[src/rtl/uart_tx_cfg.sv]
// uart_tx_cfg: run-time configurable UART transmitter fed from an AXI-Stream
// byte/word input through a small FIFO.
//
// Frame: start(0), DATA_WIDTH data bits (LSB- or MSB-first), optional
// odd/even parity, one or two stop bits(1). Every bit lasts max(prescale,1)*8
// clocks. Configuration is sampled when a word is popped, so changes made
// mid-frame only apply to later frames. Frames run back-to-back while the
// FIFO holds data.
//
// Ports:
//   clk, rst        - clock, asynchronous active-high reset
//   s_axis_tdata    - word to send
//   s_axis_tvalid   - tdata valid
//   s_axis_tready   - FIFO not full (combinational from FIFO state only)
//   prescale        - bit period = max(prescale,1)*8 clocks
//   cfg_parity      - 00/11 none, 01 odd, 10 even
//   cfg_stop2       - 1 selects two stop bits
//   cfg_msb_first   - 1 sends d[W-1] first
//   txd             - serial line, idles high (registered)
//   busy            - FSM active or FIFO non-empty (registered)
//   tx_done         - pulse on last cycle of final stop bit (registered)
module uart_tx_cfg #(
  parameter int DATA_WIDTH = 8,
  parameter int FIFO_DEPTH = 4
) (
  input  logic                  clk,
  input  logic                  rst,
  input  logic [DATA_WIDTH-1:0] s_axis_tdata,
  input  logic                  s_axis_tvalid,
  output logic                  s_axis_tready,
  input  logic [15:0]           prescale,
  input  logic [1:0]            cfg_parity,
  input  logic                  cfg_stop2,
  input  logic                  cfg_msb_first,
  output logic                  txd,
  output logic                  busy,
  output logic                  tx_done
);

  localparam int PTR_W  = $clog2(FIFO_DEPTH);
  localparam int CNT_W  = PTR_W + 1;
  localparam int BIDX_W = $clog2(DATA_WIDTH);
  localparam logic [CNT_W-1:0]  FULL_CNT = CNT_W'(FIFO_DEPTH);
  localparam logic [BIDX_W-1:0] LAST_BIT = BIDX_W'(DATA_WIDTH - 1);

  typedef enum logic [2:0] {
    S_IDLE, S_START, S_DATA, S_PARITY, S_STOP
  } state_t;

  // Reload value of the bit-period down-counter: max(p,1)*8 - 1.
  function automatic logic [18:0] bit_last(input logic [15:0] p);
    logic [18:0] pe;
    pe = (p == 16'd0) ? 19'd1 : {3'd0, p};
    return (pe << 3) - 19'd1;
  endfunction

  function automatic logic [DATA_WIDTH-1:0] bit_reverse(input logic [DATA_WIDTH-1:0] w);
    logic [DATA_WIDTH-1:0] r;
    for (int i = 0; i < DATA_WIDTH; i++) r[i] = w[DATA_WIDTH-1-i];
    return r;
  endfunction

  // ---------------------------------------------------------------- FIFO
  logic [DATA_WIDTH-1:0] fifo_mem [FIFO_DEPTH];
  logic [PTR_W-1:0]      wr_ptr_q, wr_ptr_d, rd_ptr_q, rd_ptr_d;
  logic [CNT_W-1:0]      count_q, count_d;
  logic                  push, pop, fifo_empty;
  logic [DATA_WIDTH-1:0] head;

  assign s_axis_tready = (count_q != FULL_CNT);
  assign push          = s_axis_tvalid && s_axis_tready;
  assign fifo_empty    = (count_q == '0);
  assign head          = fifo_mem[rd_ptr_q];

  always_comb begin
    wr_ptr_d = wr_ptr_q;
    rd_ptr_d = rd_ptr_q;
    count_d  = count_q;
    if (push) wr_ptr_d = wr_ptr_q + PTR_W'(1);
    if (pop)  rd_ptr_d = rd_ptr_q + PTR_W'(1);
    case ({push, pop})
      2'b10:   count_d = count_q + CNT_W'(1);
      2'b01:   count_d = count_q - CNT_W'(1);
      default: count_d = count_q;
    endcase
  end

  // ---------------------------------------------------------------- FSM
  state_t                state_q, state_d;
  logic [18:0]           cnt_q, cnt_d;
  logic [18:0]           per_q, per_d;
  logic [BIDX_W-1:0]     bit_idx_q, bit_idx_d;
  logic                  stop_idx_q, stop_idx_d;
  logic                  par_en_q, par_en_d;
  logic                  stop2_q, stop2_d;
  logic                  par_bit_q, par_bit_d;
  logic [DATA_WIDTH-1:0] shreg_q, shreg_d;
  logic                  load_word;
  logic                  txd_q, txd_d, busy_q, busy_d, tx_done_q, tx_done_d;

  always_comb begin
    state_d    = state_q;
    cnt_d      = cnt_q;
    per_d      = per_q;
    bit_idx_d  = bit_idx_q;
    stop_idx_d = stop_idx_q;
    par_en_d   = par_en_q;
    stop2_d    = stop2_q;
    par_bit_d  = par_bit_q;
    shreg_d    = shreg_q;
    load_word  = 1'b0;

    unique case (state_q)
      S_IDLE: begin
        if (!fifo_empty) load_word = 1'b1;
      end
      S_START: begin
        if (cnt_q == '0) begin
          state_d   = S_DATA;
          cnt_d     = per_q;
          bit_idx_d = '0;
        end else begin
          cnt_d = cnt_q - 19'd1;
        end
      end
      S_DATA: begin
        if (cnt_q == '0) begin
          cnt_d = per_q;
          if (bit_idx_q == LAST_BIT) begin
            state_d    = par_en_q ? S_PARITY : S_STOP;
            stop_idx_d = 1'b0;
          end else begin
            bit_idx_d = bit_idx_q + BIDX_W'(1);
            shreg_d   = shreg_q >> 1;
          end
        end else begin
          cnt_d = cnt_q - 19'd1;
        end
      end
      S_PARITY: begin
        if (cnt_q == '0) begin
          state_d    = S_STOP;
          cnt_d      = per_q;
          stop_idx_d = 1'b0;
        end else begin
          cnt_d = cnt_q - 19'd1;
        end
      end
      S_STOP: begin
        if (cnt_q == '0) begin
          if (stop2_q && !stop_idx_q) begin
            stop_idx_d = 1'b1;
            cnt_d      = per_q;
          end else if (!fifo_empty) begin
            load_word = 1'b1;
          end else begin
            state_d = S_IDLE;
            cnt_d   = '0;
          end
        end else begin
          cnt_d = cnt_q - 19'd1;
        end
      end
      default: state_d = S_IDLE;
    endcase

    // Pop and shadow the frame configuration. MSB-first words are reversed
    // here so the data state always shifts out bit 0; parity is unaffected.
    if (load_word) begin
      state_d   = S_START;
      cnt_d     = bit_last(prescale);
      per_d     = bit_last(prescale);
      shreg_d   = cfg_msb_first ? bit_reverse(head) : head;
      par_en_d  = (cfg_parity == 2'b01) || (cfg_parity == 2'b10);
      par_bit_d = (^head) ^ (cfg_parity == 2'b01);
      stop2_d   = cfg_stop2;
    end
  end

  assign pop = load_word;

  // Outputs are registered from the next-state view so they line up with
  // the state they describe.
  always_comb begin
    txd_d = 1'b1;
    unique case (state_d)
      S_START:  txd_d = 1'b0;
      S_DATA:   txd_d = shreg_d[0];
      S_PARITY: txd_d = par_bit_d;
      default:  txd_d = 1'b1;
    endcase
    busy_d    = (state_d != S_IDLE) || (count_d != '0);
    tx_done_d = (state_d == S_STOP) && (cnt_d == '0) && (!stop2_d || stop_idx_d);
  end

  always_ff @(posedge clk or posedge rst) begin
    if (rst) begin
      state_q    <= S_IDLE;
      cnt_q      <= '0;
      per_q      <= '0;
      bit_idx_q  <= '0;
      stop_idx_q <= 1'b0;
      par_en_q   <= 1'b0;
      stop2_q    <= 1'b0;
      wr_ptr_q   <= '0;
      rd_ptr_q   <= '0;
      count_q    <= '0;
      txd_q      <= 1'b1;
      busy_q     <= 1'b0;
      tx_done_q  <= 1'b0;
    end else begin
      state_q    <= state_d;
      cnt_q      <= cnt_d;
      per_q      <= per_d;
      bit_idx_q  <= bit_idx_d;
      stop_idx_q <= stop_idx_d;
      par_en_q   <= par_en_d;
      stop2_q    <= stop2_d;
      wr_ptr_q   <= wr_ptr_d;
      rd_ptr_q   <= rd_ptr_d;
      count_q    <= count_d;
      txd_q      <= txd_d;
      busy_q     <= busy_d;
      tx_done_q  <= tx_done_d;
    end
  end

  always_ff @(posedge clk) begin
    if (push) fifo_mem[wr_ptr_q] <= s_axis_tdata;
    shreg_q   <= shreg_d;
    par_bit_q <= par_bit_d;
  end

  assign txd     = txd_q;
  assign busy    = busy_q;
  assign tx_done = tx_done_q;

endmodule

[config.mk]
export PLATFORM = sky130hd
export DESIGN_NAME = uart_tx_cfg
export DESIGN_NICKNAME = d
export VERILOG_FILES = /design/src/rtl/uart_tx_cfg.sv
export SDC_FILE = /design/constraint.sdc
export NUM_CORES = 1
export LEC_CHECK = 0
export CORE_UTILIZATION = 43
export CTS_BUF_LIST = sky130_fd_sc_hd__clkbuf_8
export CTS_CLUSTER_SIZE = 25
export DETAILED_ROUTE_END_ITERATION = 8
export GPL_ROUTABILITY_DRIVEN = 0
export MAX_ROUTING_LAYER = met4
export PLACE_DENSITY = 0.58
export SETUP_SLACK_MARGIN = 0.2
export SYNTH_ARGS = -nofsm -noshare
export SYNTH_HDL_FRONTEND = slang
export SYNTH_SLANG_ARGS = --single-unit
[constraint.sdc]
create_clock -name clk -period 12.2 [get_ports clk]
set_input_delay 2.44 -clock clk [delete_from_list [all_inputs] [get_ports clk]]
set_output_delay 2.44 -clock clk [all_outputs]
set_load 0.02 [all_outputs]
# Word level (Yosys, flattened, before mapping)
# Memory sizes are Yosys's and may differ from the RTL's.
# Cells that the tools add are included.
[totals] ff_bits=66 mem_bits_rw=32 in_bits=31 output_inout_bits=4 word_cells=108 mem_count=1
[classes] n_addsub=7 n_eq_ne=18 n_mux=42 bitwise_logic=1 n_reduce_logical=23
[mem_list] memory="fifo_mem" words=4 width=8 rd=1 rd_clocked_by_memory_dff=0 write_ports=1 line_no="64" source="logic [DATA_WIDTH-1:0] fifo_mem [FIFO_DEPTH];"
[op_table] op="two-way mux 19 bit" n=5
[op_table] op="two-way mux 8 bit" n=5
[op_table] op="logical NOT 19 bit" n=2
[op_table] op="case mux 19 bit (2 select lines)" n=1
[op_table] op="subtractor 19 x 1 -> 19 bit, second input constant" n=2
[op_table] op="two-way mux 3 bit" n=12
[op_table] op="logical NOT 16 bit" n=1
[op_table] op="two-way mux 16 bit" n=1
[op_table] op="case mux 3 bit (5 select lines)" n=1
[op_table] op="equality test 3 x 2 -> 1 bit, second input constant" n=4
[op_table] op="two-way mux 1 bit" n=12
[op_table] op="case mux 3 bit (2 select lines)" n=2
[op_table] op="equality test 3 bit, second input constant" n=3
[op_table] op="!= test 2 bit, second input constant" n=4
[op_table] op="XOR reduction 8 bit" n=1
[op_table] op="adder 3 x 1 -> 3 bit, second input constant" n=2
[op_table] op="equality test 3 x 1 -> 1 bit, second input constant" n=2
[op_table] op="logical NOT 3 bit" n=2
[op_table] op="case mux 1 bit (3 select lines)" n=2
[op_table] op="nonzero test 2 bit" n=3
[op_table] op="nonzero test 3 bit" n=2
[op_table] op="adder 2 x 1 -> 2 bit, second input constant" n=2
[op_table] op="equality test 2 x 1 -> 1 bit, second input constant" n=2
[op_table] op="equality test 2 bit, second input constant" n=2
[op_table] op="other kinds (10)" n=16

# Longest topological paths before layout
# Gate-level depths: netlist (run 1).
[depth] ltp_word=9 ltp_mapped=18 depth_no_buf=15

# Worst setup path after synthesis (run 1)
# Ideal clock, no wire load.
[synth_timing] kind="input to register" from="in prescale[12]" to="reg tx_done_q, in the netlist tx_done" setup_time_ns=0.096 t_arrival_ns=5.606 required_time_ns=12.104 path_slack_ns=6.499 stages=14 path_buffers=1 cell_sequence="or4_1 > nor4_2 > a21o_1 > inv_1 > ha_1 > or3b_2 > clkbuf_1 > nor3_1 > xnor2_1 > nand3_1 > o32a_1 > a2111o_1 > or4_1 > nor4_2"
[synth_via] elab_chain_len=7
[synth_rtl] item="start, declared" line_no="31" source="input logic [15:0] prescale,"
[synth_rtl] item="logical NOT 16 bit" line_no="53" source="pe = (p == 16'd0) ? 19'd1 : {3'd0, p};"
[synth_rtl] item="two-way mux 16 bit (*)" line_no="53"
[synth_rtl] item="subtractor 19 x 1 -> 19 bit (*)" line_no="54" source="return (pe << 3) - 19'd1;"
[synth_rtl] item="two-way mux 19 bit (*)" line_no="169" source="if (load_word) begin"
[synth_rtl] item="logical NOT 19 bit (*)" line_no="193" source="tx_done_d = (state_d == S_STOP) && (cnt_d == '0) && (!stop2_d || stop_idx_d);"
[synth_rtl] item="logical AND 1 bit (*) (2 in a row)" line_no="193"
[synth_rtl] item="via tx_done_d" line_no="99" source="logic txd_q, txd_d, busy_q, busy_d, tx_done_q, tx_done_d;"
[synth_rtl] item="end signal, assigned" line_no="224" source="tx_done_q <= tx_done_d;"
[synth_rtl] item="end, declared" line_no="99"
# Mark *: on every way through the listed nets, which the timed path passes. The rest lies on a longest branch.
# A chain may end at the register's enable or synchronous reset.

# Worst setup path in the final report (run 1)
# Ends and elaborated chain as after synthesis.

==> flow_summary.json, run 1 <==
{
  "status": "complete, no violations",
  "holdPathEnd": "txd",
  "hold_viol_final": 0,
  "p_seq_share_pct": 52.7,
  "p_sw_w": 0.000260,
  "drtPass1Iterations": 5,
  "die-width_um": 112,
  "synthArstFlopShare_pct": 57.3,
  "cts_inserted_buffers": 9,
  "cp_cell_sequence": "clkdlybuf4s50_1 -> or4_1 -> nor4_2 -> a21o_1 -> inv_1 -> ha_1 -> or3b_2 -> nor3_1 -> xnor2_1 -> nand3_1 -> o32a_1 -> a2111o_1 -> or4_1 -> nor4_2",
  "cts-resized-gates": 0,
  "fin_ws_ns": 6.25,
  "setup_violations": 0,
  "stdcell_count": 656,
  "path_clk_slew_ns": 0.11,
  "cp_max_fo": 5,
  "rows": 39,
  "drive_above_1_share_pct": 11.1,
  "startpoint_type": "primary input",
  "slew_violations": 0,
  "p_int_w": 0.000551,
  "cp-end-kind": "flip-flop",
  "required_ns": 12.51,
  "hold_buffers": 0,
  "first_global_vias": 3743,
  "core_um2": 11700,
  "tightestPinTransition_ns": 0.901,
  "synth_edf_count": 39,
  "power_frac_comb_pct": 21.8,
  "rrSetupSlack_ns": 7.70,
  "cp_slowest_stage_delay_ns": 0.61,
  "drt_iter0_drc": 247,
  "p_clk_share_pct": 25.6,
  "leakage_nw": 2.23,
  "layout_min_cycle_time_ns": 5.95,
  "whs_path_depth": 2,
  "skew_ns": 0.0232,
  "grtUsageTotal_pct": 21.4,
  "syn_nets": 527,
  "grt_busiest_layer": "met2",
  "synth_top_area_share_pct": 25.8,
  "start_util_pct": 44.9,
  "die_height_um": 112,
  "clockBufferDepth": 2,
  "mostFrequentLayoutCells": "54 x dfrtp_1, 39 x edfxtp_1, 38 x nor2_1, 35 x nand2_1, 34 x clkdlybuf4s50_1",
  "dieArea_um2": 12600,
  "timing.critical_path.arrival_ns": 6.26,
  "r2r_start": "cnt_q[0]",
  "slowest_stage": "or4_1",
  "ys_seq_elements": 96,
  "cts_num_sinks": 96,
  "reg2regPathDepth": 12,
  "worstSetupPathType": "in -> reg",
  "cts_htree_levels": 3,
  "areaGrowthSynthToFinish_pct": 12.1,
  "grt_util_met1_pct": 30.5,
  "stdcell_area_um2": 5880,
  "num_vias": 3882,
  "ir_worst_vdd_uv": 89.5,
  "powerDensity_nw_per_um2": 138,
  "drt_wl_total_um": 12300,
  "ys.flop_type": "dfrtp_1",
  "fin_crit_sh_pct": 48.8,
  "path_buf_inv": 2,
  "drv_cap": 0,
  "io_buffer_count": 34,
  "nets": 550,
  "ys_types": 80,
  "ys_warn_count": 0,
  "clock.fmax_ghz": 0.168,
  "postRouteAntennaNets": 0,
  "timing.setup.tns_ns": 0,
  "ioPinCount": 35,
  "worst_r2r_endpoint": "tx_done",
  "grt_max_degree": 56,
  "ys_seq_area_share_pct": 49.4,
  "grt_use_met3_pct": 4.75,
  "overflow": 0,
  "syn_avg_cell_area_um2": 10.8,
  "via_per_inst": 5.92,
  "dpl.cell_count": 640,
  "grt_antenna_before_repair": 0,
  "hold_ws_ns": 0.450,
  "cts_tree": "yes",
  "grt_pass1_wl_um": 19900,
  "cts_setup_buffers": 0,
  "max-slew-margin-rel_pct": 39.3,
  "drc": 0,
  "grtUsageMet2_pct": 30.8,
  "yosys-top-cells-area": "dfrtp_1 26%, edfxtp_1 22%, mux4_2 3.4%, xnor2_1 3.2%, nor2_1 2.7%",
  "wl_per_cell_um": 18.7,
  "clock-root-buffer": "clkbuf_8",
  "clk_latency_ns": 0.39,
  "hold_path.startpoint": "par_bit_q",
  "hp-class": "reg -> reg",
  "final_common_cell": "dfrtp_1",
  "synth_largest_area_cell": "dfrtp_1",
  "sw_frac_of_total_pct": 32.0,
  "netlist_instances": 485,
  "diodes": 0,
  "post-dp-hpwl_um": 9010,
  "rsz0062_at_grt": "no",
  "critPathTopFamily": "simple AND/OR/NAND/NOR gates",
  "place_ws_ns": 5.87,
  "place_area_um2": 5680,
  "synthesis.area_um2": 5240
}
==> cells by family (layout without fill, tap and decap cells) <==
family	after synthesis	after routing	synth area share [%]
and+or+nand+nor	183	183	19.6
xor gates and xnor gates	26	26	4.34
buffers and inverters	42	70	3.20
adders and majority gates	12	12	2.96
DFF	96	96	49.4
AOI/OAI and AO/OA	100	100	13.6
muxes	26	26	6.97
==> cells in the mapped netlist (all sizes together), types with 3 or more instances <==
library cell	instances
a21o	4
a21oi	14
a22o	5
a22oi	3
a31oi	7
and2	7
and3	9
buf	9
clkbuf	16
dfrtp	54
edfxtp	39
ha	10
inv	17
mux2	4
mux2i	14
mux4	8
nand2	37
nand2b	5
nand3	16
nand4	6
nor2	39
nor3	19
nor3b	3
nor4	12
o21a	8
o21ai	26
o31a	3
or2	3
or3	9
or4	10
xnor2	19
xor2	7
==> tightest hold or removal path, stage by stage (launching register included) <==
cell and delay [ns]:
dfxtp_1 0.32, nand3_1 0.06, a21oi_1 0.07
==> flip-flops by register name, summed over array words and instances (netlist names) <==
name / cells
stop2_q: 1
stop_idx_q: 1
txd: 1
count_q: 3
rd_ptr_q: 2
bit_idx_q: 3
state_q: 3
per_q: 17
cnt_q: 19
par_en_q: 1
busy: 1
wr_ptr_q: 2
fifo_mem: 32
tx_done: 1
par_bit_q: 1
shreg_q: 8
==> final cells by class <==
| type | count | area, µm² |
|---|---|---|
| Clock inverter | 6 | 60.1 |
| Sequential cell | 96 | 2590 |
| Fill cell | 1070 | 5790 |
| Timing Repair Buffer | 37 | 363 |
| Inverter | 17 | 63.8 |
| Tap cell | 143 | 179 |
| Multi-Input combinational cell | 347 | 2480 |
| Clock buffer | 10 | 138 |
==> per-layer routing <==
| layer | wire (µm) | vias to the layer above | part of all wire [%] |
|---|---|---|---|
| li1 | - | 1862 | - |
| met1 | 5910 | 1874 | 48 |
| met2 | 5360 | 133 | 44 |
| met3 | 816 | 13 | 6.6 |
| met4 | 193 | 0 | 1.6 |
| met5 | 0 | - | 0 |
==> per-stage QoR <==
stage	total power [W]	util, %
after floorplan	0.000550	-
after global placement	0.000603	48.7
after detailed placement	0.000609	48.7
after CTS	0.000817	50.4
after global routing	0.000857	50.4
final	0.000811	50.4
==> worst max path at each step <==
stage                             from      end  slack (ns)  cells past startpoint
after floorplan           prescale[12]  tx_done        6.50                     14
after global placement    prescale[12]  tx_done        5.93                     14
after detailed placement  prescale[12]  tx_done        5.87                     14
after CTS                 prescale[12]  tx_done        6.28                     14
after global routing      prescale[12]  tx_done        6.07                     14
final                     prescale[12]  tx_done        6.25                     14
==> power by group through the flow <==
stage | sequential [W] | clock (W) | combinational [W]
floorplan | 0.000418 | 0 | 0.000132
global placement | 0.000431 | 0 | 0.000172
detailed placement | 0.000433 | 0 | 0.000177
CTS | 0.000426 | 0.000214 | 0.000177
global route | 0.000432 | 0.000228 | 0.000197
finish | 0.000427 | 0.000207 | 0.000176
Note: power is estimated with default switching activity, not from simulation.
==> run 2, diff against run 1 <==
--- a/config.mk
+++ b/config.mk
@@ -11,7 +11,7 @@
 export DETAILED_ROUTE_END_ITERATION = 8
 export GPL_ROUTABILITY_DRIVEN = 0
 export MAX_ROUTING_LAYER = met4
-export PLACE_DENSITY = 0.58
+export PLACE_DENSITY = 0.61
 export SETUP_SLACK_MARGIN = 0.2
 export SYNTH_ARGS = -nofsm -noshare
 export SYNTH_HDL_FRONTEND = slang
==> constraint.sdc (replaced) <==
create_clock -name clk -period 5.1 [get_ports clk]
set_input_delay 1.02 -clock clk [delete_from_list [all_inputs] [get_ports clk]]
set_output_delay 1.02 -clock clk [all_outputs]
set_load 0.02 [all_outputs]
==> run 2 against run 1 <==
Against the previous run:
- register-to-register slack worse by 6.6 ns
- utilization barely moved
- hold slack gained 0.015 ns
- sequential share of layout area about the same
- largest power group unchanged
- routed wire length about the same
- power grew 140%
- largest cell class unchanged
==> flow_summary.json, run 2 (synthesis results as in run 1) <==
{
  "grt_util_met1_pct": 31.3,
  "drt_iter0_drc": 273,
  "dieArea_um2": 12600,
  "stdcell_area_um2": 5880,
  "ioPinCount": 35,
  "startpoint_type": "primary input",
  "io_buffer_count": 34,
  "timing.setup.tns_ns": 0,
  "fin_crit_sh_pct": 85.8,
  "status": "complete, no violations",
  "skew_ns": 0.00575,
  "die-width_um": 112,
  "first_global_vias": 3939,
  "nets": 552,
  "place_area_um2": 5690,
  "hp-class": "reg -> reg",
  "cts_tree": "yes",
  "start_util_pct": 44.9,
  "slowest_stage": "or4_1",
  "cts-resized-gates": 0,
  "rsz0062_at_grt": "no",
  "largest_reg_flops": 32,
  "wl_per_cell_um": 18.7,
  "tightestPinTransition_ns": 0.852,
  "grt_max_degree": 56,
  "clockBufferDepth": 2,
  "cts_inserted_buffers": 9,
  "path_clk_slew_ns": 0.10,
  "leakage_nw": 2.23,
  "largest_register": "fifo_mem",
  "die_height_um": 112,
  "cp-end-kind": "flip-flop",
  "cts_htree_levels": 3,
  "required_ns": 5.39,
  "drt_wl_total_um": 12300,
  "path_depth": 14,
  "core_um2": 11700,
  "setup_violations": 0,
  "final_common_cell": "dfrtp_1",
  "worst_r2r_endpoint": "busy",
  "post-dp-hpwl_um": 8900,
  "cp_slowest_stage_delay_ns": 0.60,
  "reg2regPathDepth": 15,
  "ir_worst_vdd_uv": 194,
  "cts_num_sinks": 96,
  "drive_above_1_share_pct": 11.5,
  "rows": 39,
  "num_vias": 3872,
  "clk_latency_ns": 0.37,
  "hold_viol_final": 0,
  "startpoint": "prescale[11]",
  "drv_cap": 0,
  "postRouteAntennaNets": 0,
  "slew_violations": 0,
  "drc": 0,
  "clock-root-buffer": "clkbuf_8",
  "grtUsageTotal_pct": 21.9,
  "timing.critical_path.arrival_ns": 4.66,
  "grt_antenna_before_repair": 0,
  "layout_min_cycle_time_ns": 4.38,
  "worstSetupPathType": "in -> reg",
  "powerDensity_nw_per_um2": 326,
  "clock.fmax_ghz": 0.229,
  "top_regs": "fifo_mem (32), cnt_q (19), per_q (17)",
  "grt_use_met3_pct": 2.86,
  "critPathTopFamily": "simple AND/OR/NAND/NOR gates",
  "areaGrowthSynthToFinish_pct": 12.2,
  "cts_setup_buffers": 0,
  "cp_cell_sequence": "clkdlybuf4s50_1 -> or4_1 -> nor4_2 -> a21o_1 -> inv_1 -> ha_1 -> or3b_2 -> nor3_1 -> xnor2_1 -> nand3_1 -> o32a_1 -> a2111o_1 -> or4_1 -> nor4_2",
  "cp_max_fo": 5,
  "grt_pass1_wl_um": 20600,
  "drtPass1Iterations": 5,
  "path_buf_inv": 2,
  "max-slew-margin-rel_pct": 42.6,
  "grt_busiest_layer": "met2",
  "overflow": 0,
  "rrSetupSlack_ns": 1.10,
  "mostFrequentLayoutCells": "54 x dfrtp_1, 39 x edfxtp_1, 38 x nor2_1, 35 x nand2_1, 34 x clkdlybuf4s50_1",
  "crit_path_end": "tx_done",
  "hold_buffers": 0,
  "grtUsageMet2_pct": 32.4,
  "via_per_inst": 5.88,
  "r2r_start": "cnt_q[0]",
  "diodes": 0
}
-- run 2: power breakdown --
part | internal (W) | switching [W]
clock network | 0.000188 | 0.000298
logic | 0.000191 | 0.000222
registers | 0.000923 | 0.0000962
total | 0.00130 | 0.000616
-- run 2: final cells by class --
cell class	instances	area [µm²]
tap	143	179
inverter	17	63.8
clock buffer	9	124
multi-input combinational	347	2480
sequential	96	2590
timing repair buffer	39	378
fill	1041	5780
clock inverter	7	61.3
-- run 2: how the worst min path moves through the flow --
stage              start  endpoint  slack (ns)  cells after the start
2_1_floorplan  par_bit_q       txd        0.41                      2
3_3_place_gp   par_bit_q       txd        0.43                      2
3_5_place_dp   par_bit_q       txd        0.44                      2
4_1_cts        par_bit_q       txd        0.45                      2
5_1_grt        par_bit_q       txd        0.47                      2
6_report       par_bit_q       txd        0.46                      2
-- run 2: per-layer routing --
metal | routed length (µm) | vias up | part of all wire (%)
li1 | - | 1866 | -
met1 | 5980 | 1895 | 49
met2 | 5590 | 97 | 45
met3 | 564 | 14 | 4.6
met4 | 156 | 0 | 1.3
met5 | 0 | - | 0
-- run 2: per-stage QoR --
stage | hold WS [ns] | std cells | utilization (%) | power (W) | setup slack (ns)
3_3_place_gp | 0.431 | 642 | 48.8 | 0.00144 | 0.392
2_1_floorplan | 0.408 | 485 | - | 0.00131 | 0.819
5_1_grt | 0.472 | 658 | 50.4 | 0.00203 | 0.370
3_5_place_dp | 0.438 | 642 | 48.8 | 0.00145 | 0.370
6_report | 0.464 | 658 | 50.4 | 0.00192 | 0.725
4_1_cts | 0.454 | 658 | 50.4 | 0.00194 | 0.752
-- run 2: tightest hold or removal path: cells and delay by family (launching register included) --
kind | cells | cell delay (ns)
and+or+nand+nor | 1 | 0.07
AOI/OAI and AO/OA | 1 | 0.07
DFF | 1 | 0.33
